**src/rtl/debounce_pkg.sv**
```systemverilog
// rtl/debounce_pkg.sv - shared FSM state type and synchroniser depth for input_debouncer
package debounce_pkg;

  typedef enum logic [1:0] {
    S_LOW,
    S_RISE_CHK,
    S_HIGH,
    S_FALL_CHK
  } deb_state_t;

  localparam int SYNC_STAGES = 2;

endpackage

```
**src/rtl/sync_2ff.sv**
```systemverilog
// rtl/sync_2ff.sv - two-flop synchroniser for one asynchronous bit
module sync_2ff
  import debounce_pkg::*;
#(
  parameter bit RST_VAL = 1'b0
) (
  input  logic clk,
  input  logic rst,
  input  logic d,
  output logic q
);

  logic [SYNC_STAGES-1:0] sr;

  // shift the raw bit through the chain; only the last stage is used downstream
  always_ff @(posedge clk or posedge rst) begin
    if (rst) begin
      sr <= {SYNC_STAGES{RST_VAL}};
    end else begin
      sr <= {sr[SYNC_STAGES-2:0], d};
    end
  end

  assign q = sr[SYNC_STAGES-1];

endmodule

```
**src/rtl/input_debouncer.sv**
```systemverilog
// rtl/input_debouncer.sv - synchronise and debounce one raw input; DEBOUNCE_EDGE_EN adds edge pulses
module input_debouncer
  import debounce_pkg::*;
#(
  parameter int STABLE_CYCLES = 4,
  parameter bit RST_VAL       = 1'b0
) (
  input  logic clk,
  input  logic rst,
  input  logic din_raw,
  output logic dout,
`ifdef DEBOUNCE_EDGE_EN
  output logic busy,
  output logic rise_pulse,
  output logic fall_pulse
`else
  output logic busy
`endif
);

  // counter only has to reach STABLE_CYCLES, so it never wraps
  localparam int CNT_W = $clog2(STABLE_CYCLES + 1);
  localparam logic [CNT_W-1:0] CNT_MAX = CNT_W'(STABLE_CYCLES);
  localparam deb_state_t HOME = RST_VAL ? S_HIGH : S_LOW;

  logic             s;
  deb_state_t       state, state_n;
  logic [CNT_W-1:0] cnt, cnt_n;
  logic             dout_n;
`ifdef DEBOUNCE_EDGE_EN
  logic             rise_n, fall_n;
`endif

  sync_2ff #(.RST_VAL(RST_VAL)) u_sync (
    .clk (clk),
    .rst (rst),
    .d   (din_raw),
    .q   (s)
  );

  // state, counter and output registers; reset aborts any check in progress
  always_ff @(posedge clk or posedge rst) begin
    if (rst) begin
      state <= HOME;
      cnt   <= '0;
      dout  <= RST_VAL;
`ifdef DEBOUNCE_EDGE_EN
      rise_pulse <= 1'b0;
      fall_pulse <= 1'b0;
`endif
    end else begin
      state <= state_n;
      cnt   <= cnt_n;
      dout  <= dout_n;
`ifdef DEBOUNCE_EDGE_EN
      rise_pulse <= rise_n;
      fall_pulse <= fall_n;
`endif
    end
  end

  // next-state: enter a check on a level change, abort on bounce, commit once the count is reached
  always_comb begin
    state_n = state;
    cnt_n   = cnt;
    dout_n  = dout;
`ifdef DEBOUNCE_EDGE_EN
    rise_n  = 1'b0;
    fall_n  = 1'b0;
`endif
    case (state)
      S_LOW: begin
        if (s) begin
          state_n = S_RISE_CHK;
          cnt_n   = CNT_W'(1);
        end
      end
      S_RISE_CHK: begin
        if (!s) begin
          state_n = S_LOW;
          cnt_n   = '0;
        end else if (cnt == CNT_MAX) begin
          state_n = S_HIGH;
          dout_n  = 1'b1;
          cnt_n   = '0;
`ifdef DEBOUNCE_EDGE_EN
          rise_n  = 1'b1;
`endif
        end else begin
          cnt_n = cnt + CNT_W'(1);
        end
      end
      S_HIGH: begin
        if (!s) begin
          state_n = S_FALL_CHK;
          cnt_n   = CNT_W'(1);
        end
      end
      S_FALL_CHK: begin
        if (s) begin
          state_n = S_HIGH;
          cnt_n   = '0;
        end else if (cnt == CNT_MAX) begin
          state_n = S_LOW;
          dout_n  = 1'b0;
          cnt_n   = '0;
`ifdef DEBOUNCE_EDGE_EN
          fall_n  = 1'b1;
`endif
        end else begin
          cnt_n = cnt + CNT_W'(1);
        end
      end
      default: begin
        state_n = HOME;
        cnt_n   = '0;
      end
    endcase
  end

  assign busy = (state == S_RISE_CHK) || (state == S_FALL_CHK);

endmodule
```
**config.mk**
```make
export PLATFORM = sky130hd
export DESIGN_NAME = input_debouncer
export DESIGN_NICKNAME = d
export VERILOG_FILES = /design/src/rtl/debounce_pkg.sv /design/src/rtl/sync_2ff.sv /design/src/rtl/input_debouncer.sv
export SDC_FILE = /design/constraint.sdc
export NUM_CORES = 1
export LEC_CHECK = 0
export BUFFER_PORTS_ARGS = -buffer_cell sky130_fd_sc_hd__clkbuf_2
export CORE_AREA = 2 2 39 41
export CTS_BUF_LIST = sky130_fd_sc_hd__clkbuf_8
export CTS_CLUSTER_SIZE = 20
export DETAILED_ROUTE_END_ITERATION = 10
export DIE_AREA = 0 0 41 43
export RECOVER_POWER = 25
export SYNTH_ARGS = -nofsm -noshare
export SYNTH_HDL_FRONTEND = slang
export SYNTH_SLANG_ARGS = --single-unit
```
**constraint.sdc**
```tcl
create_clock -name clk -period 1.8 [get_ports clk]
set_clock_uncertainty 0.2 [all_clocks]
set_input_delay 0.18 -clock clk [delete_from_list [all_inputs] [get_ports clk]]
set_output_delay 0.18 -clock clk [all_outputs]
set_load 0.01 [all_outputs]
```
==> metrics.log <==
INFO  metric most-common-layout-cells = 8 x dfrtp_1, 4 x inv_1, 4 x clkbuf_2
INFO  metric hold_viol = 0
INFO  metric total_leakage_power = ~0.21 nW
INFO  metric synth_largest_type_area_fraction = a little over half
INFO  metric fp.dieArea = between 1500 and 2000 sq um
INFO  metric cts_tree = built
INFO  metric die-width = roughly 40 um
INFO  metric grt_usage = about a tenth
INFO  metric fp.coreArea = ~1400 sq um
INFO  metric routed_wl_per_cell = ~10 um
INFO  metric htree_levels = 1
INFO  metric yosys_register_bits = 8
INFO  metric drt-vias-per-instance = between 4 and 5
INFO  metric finalSetupTns = 0 ns
INFO  metric fmax = approximately 700 MHz
INFO  metric synth.cell_area = 372 sq um
INFO  metric sort_of_element_at_the_start_of_the_critical_path = flip-flop
INFO  metric worst_setup_hold_path_clk_slew = approximately 0.04 ns
INFO  metric num_rows = 14
INFO  metric cts.sink_count = 8
INFO  metric detailedRoute.firstPassIterationCount = 2
INFO  metric place_area = roughly 410 sq um
INFO  metric yosysSeqAreaShare = between 50% and 60%
INFO  metric max-cap-violations = 0
INFO  metric post-place-cells = 52
INFO  metric post_route_cells_drive_above_1_share = 26.8%
INFO  metric worst-endpoint-required = about 1.7 ns
INFO  metric timing_worst_setup_path_type = flip-flop to flip-flop
INFO  metric vias = 254
INFO  metric worstHoldPathCells = 0
INFO  metric yosysUniqueCellTypes = 18
INFO  metric placement.io_buffers = 4
INFO  metric grt_first_pass_wirelength = approximately 1100 um
INFO  metric finalWeightedCongestion = between 0.7 and 0.8
INFO  metric min-delay-path-class = flip-flop to flip-flop
INFO  metric kind_of_cell_adding_the_most_delay_to_the_critical_path = flip-flops
INFO  metric drtAntennaViolNets = 0
INFO  metric post_cts_resized = 0
INFO  metric grt_max_degree = 9
INFO  metric antenna_cells_inserted = 0
INFO  metric cts_root_buf = clkbuf_8
INFO  metric synth_fp_nets = 38
INFO  metric run_status = finished, final reports clean
INFO  metric hpwlAfterDp = between 400 and 500 um
INFO  metric stdcell_count = between 50 and 60
INFO  metric grt_overflow_total = 0
INFO  metric start_util = a little over a quarter
INFO  metric dr.first_iter.drc_count = 4
INFO  metric critical_path.cell_chain = inv_1 -> ha_1 -> nand3_2 -> mux2_4
INFO  metric insertion_delay = 0.22 ns
INFO  metric design.final.nets = 48
INFO  metric fin_area = roughly 470 sq um
INFO  metric relSlewSlack = between 80% and 90%
INFO  metric hold_slack = between 0.1 and 0.15 ns
INFO  metric critical_path.max_fanout = 4
INFO  metric critPathCaptureType = flip-flop
INFO  metric synth_cells = 33
INFO  metric finalCritPeriodShare = approximately four fifths
INFO  metric detail_route.drc_violations = 0
INFO  metric synthesis.area_per_instance = around 11 sq um
INFO  metric setup_viol = 0
INFO  metric worst-endpoint-arrival = 1.34 ns
INFO  metric rsz0062_at_grt = false
INFO  metric timing.final.max_slew_violations = 0
INFO  metric pwr_density_cell = between 1000 and 1500 nW/um^2
INFO  metric hp-start = u_sync.sr[0]
INFO  metric postCtsSetupRepairBufs = 0
INFO  metric routed_wirelength = approximately 570 um
INFO  metric min_to = u_sync.sr[1]
INFO  metric design.portCount = 5
INFO  metric worst_slew_pin_slew = just under 0.3 ns
INFO  metric critical_path_buf_inv_count = 1
INFO  metric via_count_of_the_first_global_routing_pass = 260
INFO  metric clock_tree.buffer_depth = 2
INFO  metric timing.critical_path.slowest_cell_delay = approximately 0.38 ns
INFO  metric r2r-start = cnt[0]
INFO  metric die_height = approximately 43 um
INFO  metric areaGrowthSynthToFinish = 26.3%
INFO  metric antenna_violations_before_repair = 0
INFO  metric ys_top_cells_by_area = dfrtp_1 54%, ha_1 6.7%, xor2_2 4.4%, inv_1 4.0%, mux2_4 4.0%
INFO  metric cts-buffers-inserted = 3
INFO  metric final_common_cell = dfrtp_1
INFO  metric slowest_stage = dfrtp_1
INFO  metric synthDominantAreaCellType = dfrtp_1
INFO  metric ir_drop = 0.725 mV
INFO  metric cts-hold-fix-buffers = 2
INFO  metric design_power_total = 0.690 mW
INFO  metric synth_warnings = 0
INFO  metric timing.reg2reg.worst_path_depth = 4
INFO  metric fin_crit = between 1 and 1.5 ns
INFO  metric ff2ff_setup_slack = 0.37 ns
[worst max-delay path by stage]
stage / slack [ns] / end / start / cells past startpoint
detailed placement: 0.36 / flip-flop / cnt[0] / 4
CTS: 0.36 / flip-flop / cnt[0] / 4
floorplan: 0.43 / flip-flop / cnt[0] / 4
finish: 0.37 / flip-flop / cnt[0] / 4
global placement: 0.38 / flip-flop / cnt[0] / 4
global route: 0.28 / flip-flop / cnt[0] / 4
[area by class of cell]
type | count | area [sq um]
repair buffers | 6 | 40.0
well taps | 16 | 20.0
flip-flops and latches | 8 | 200
multi-input cells | 20 | 153
fillers | 146 | 915
inverters | 4 | 15.0
clock buffers | 3 | 41.3
[power breakdown]
group / internal, mW / switching, mW
Clock: 0.144 / 0.0623
Sequential: 0.231 / 0.0621
Combinational: 0.0934 / 0.0972
Total: 0.468 / 0.222
[Yosys cell counts]
cell / count
nor3b_1: 1
ha_1: 2
inv_1: 4
xor2_2: 1
clkbuf_1: 1
o31ai_1: 1
a21oi_1: 2
o22ai_1: 1
a41oi_1: 1
o21ai_0: 2
nand2_1: 3
and2_2: 1
or2b_1: 1
mux2_4: 1
dfrtp_1: 8
nand4_1: 1
nand3_2: 1
nor2_1: 1
[layer usage]
layer	part of all wire (%)	global-route usage, %	wire length, um
met2	45	12.8	258
met4	1.4	4.00	8
met3	7.4	7.85	42
met5	0	0	0
met1	46	12.8	262
[metrics by stage]
step / setup slack, ns / utilization, %
finish: 0.370 / 33.9
global route: 0.277 / 33.9
CTS: 0.360 / 33.9
detailed placement: 0.364 / 29.5
global placement: 0.381 / 29.5
floorplan: 0.434 / -
[kinds of logic (layout without fill, tap and decap cells)]
| logic type | Yosys count | in the layout | synth area share (%) |
|---|---|---|---|
| xor gates and xnor gates | 1 | 1 | 4.38 |
| buffers and inverters | 5 | 13 | 5.05 |
| adders and majority gates | 2 | 2 | 6.73 |
| AOI/OAI and AO/OA | 7 | 7 | 11.5 |
| DFF | 8 | 8 | 53.9 |
| muxes | 1 | 1 | 4.04 |
| and+or+nand+nor | 9 | 9 | 14.5 |
Note: power is estimated with default switching activity, not from simulation.
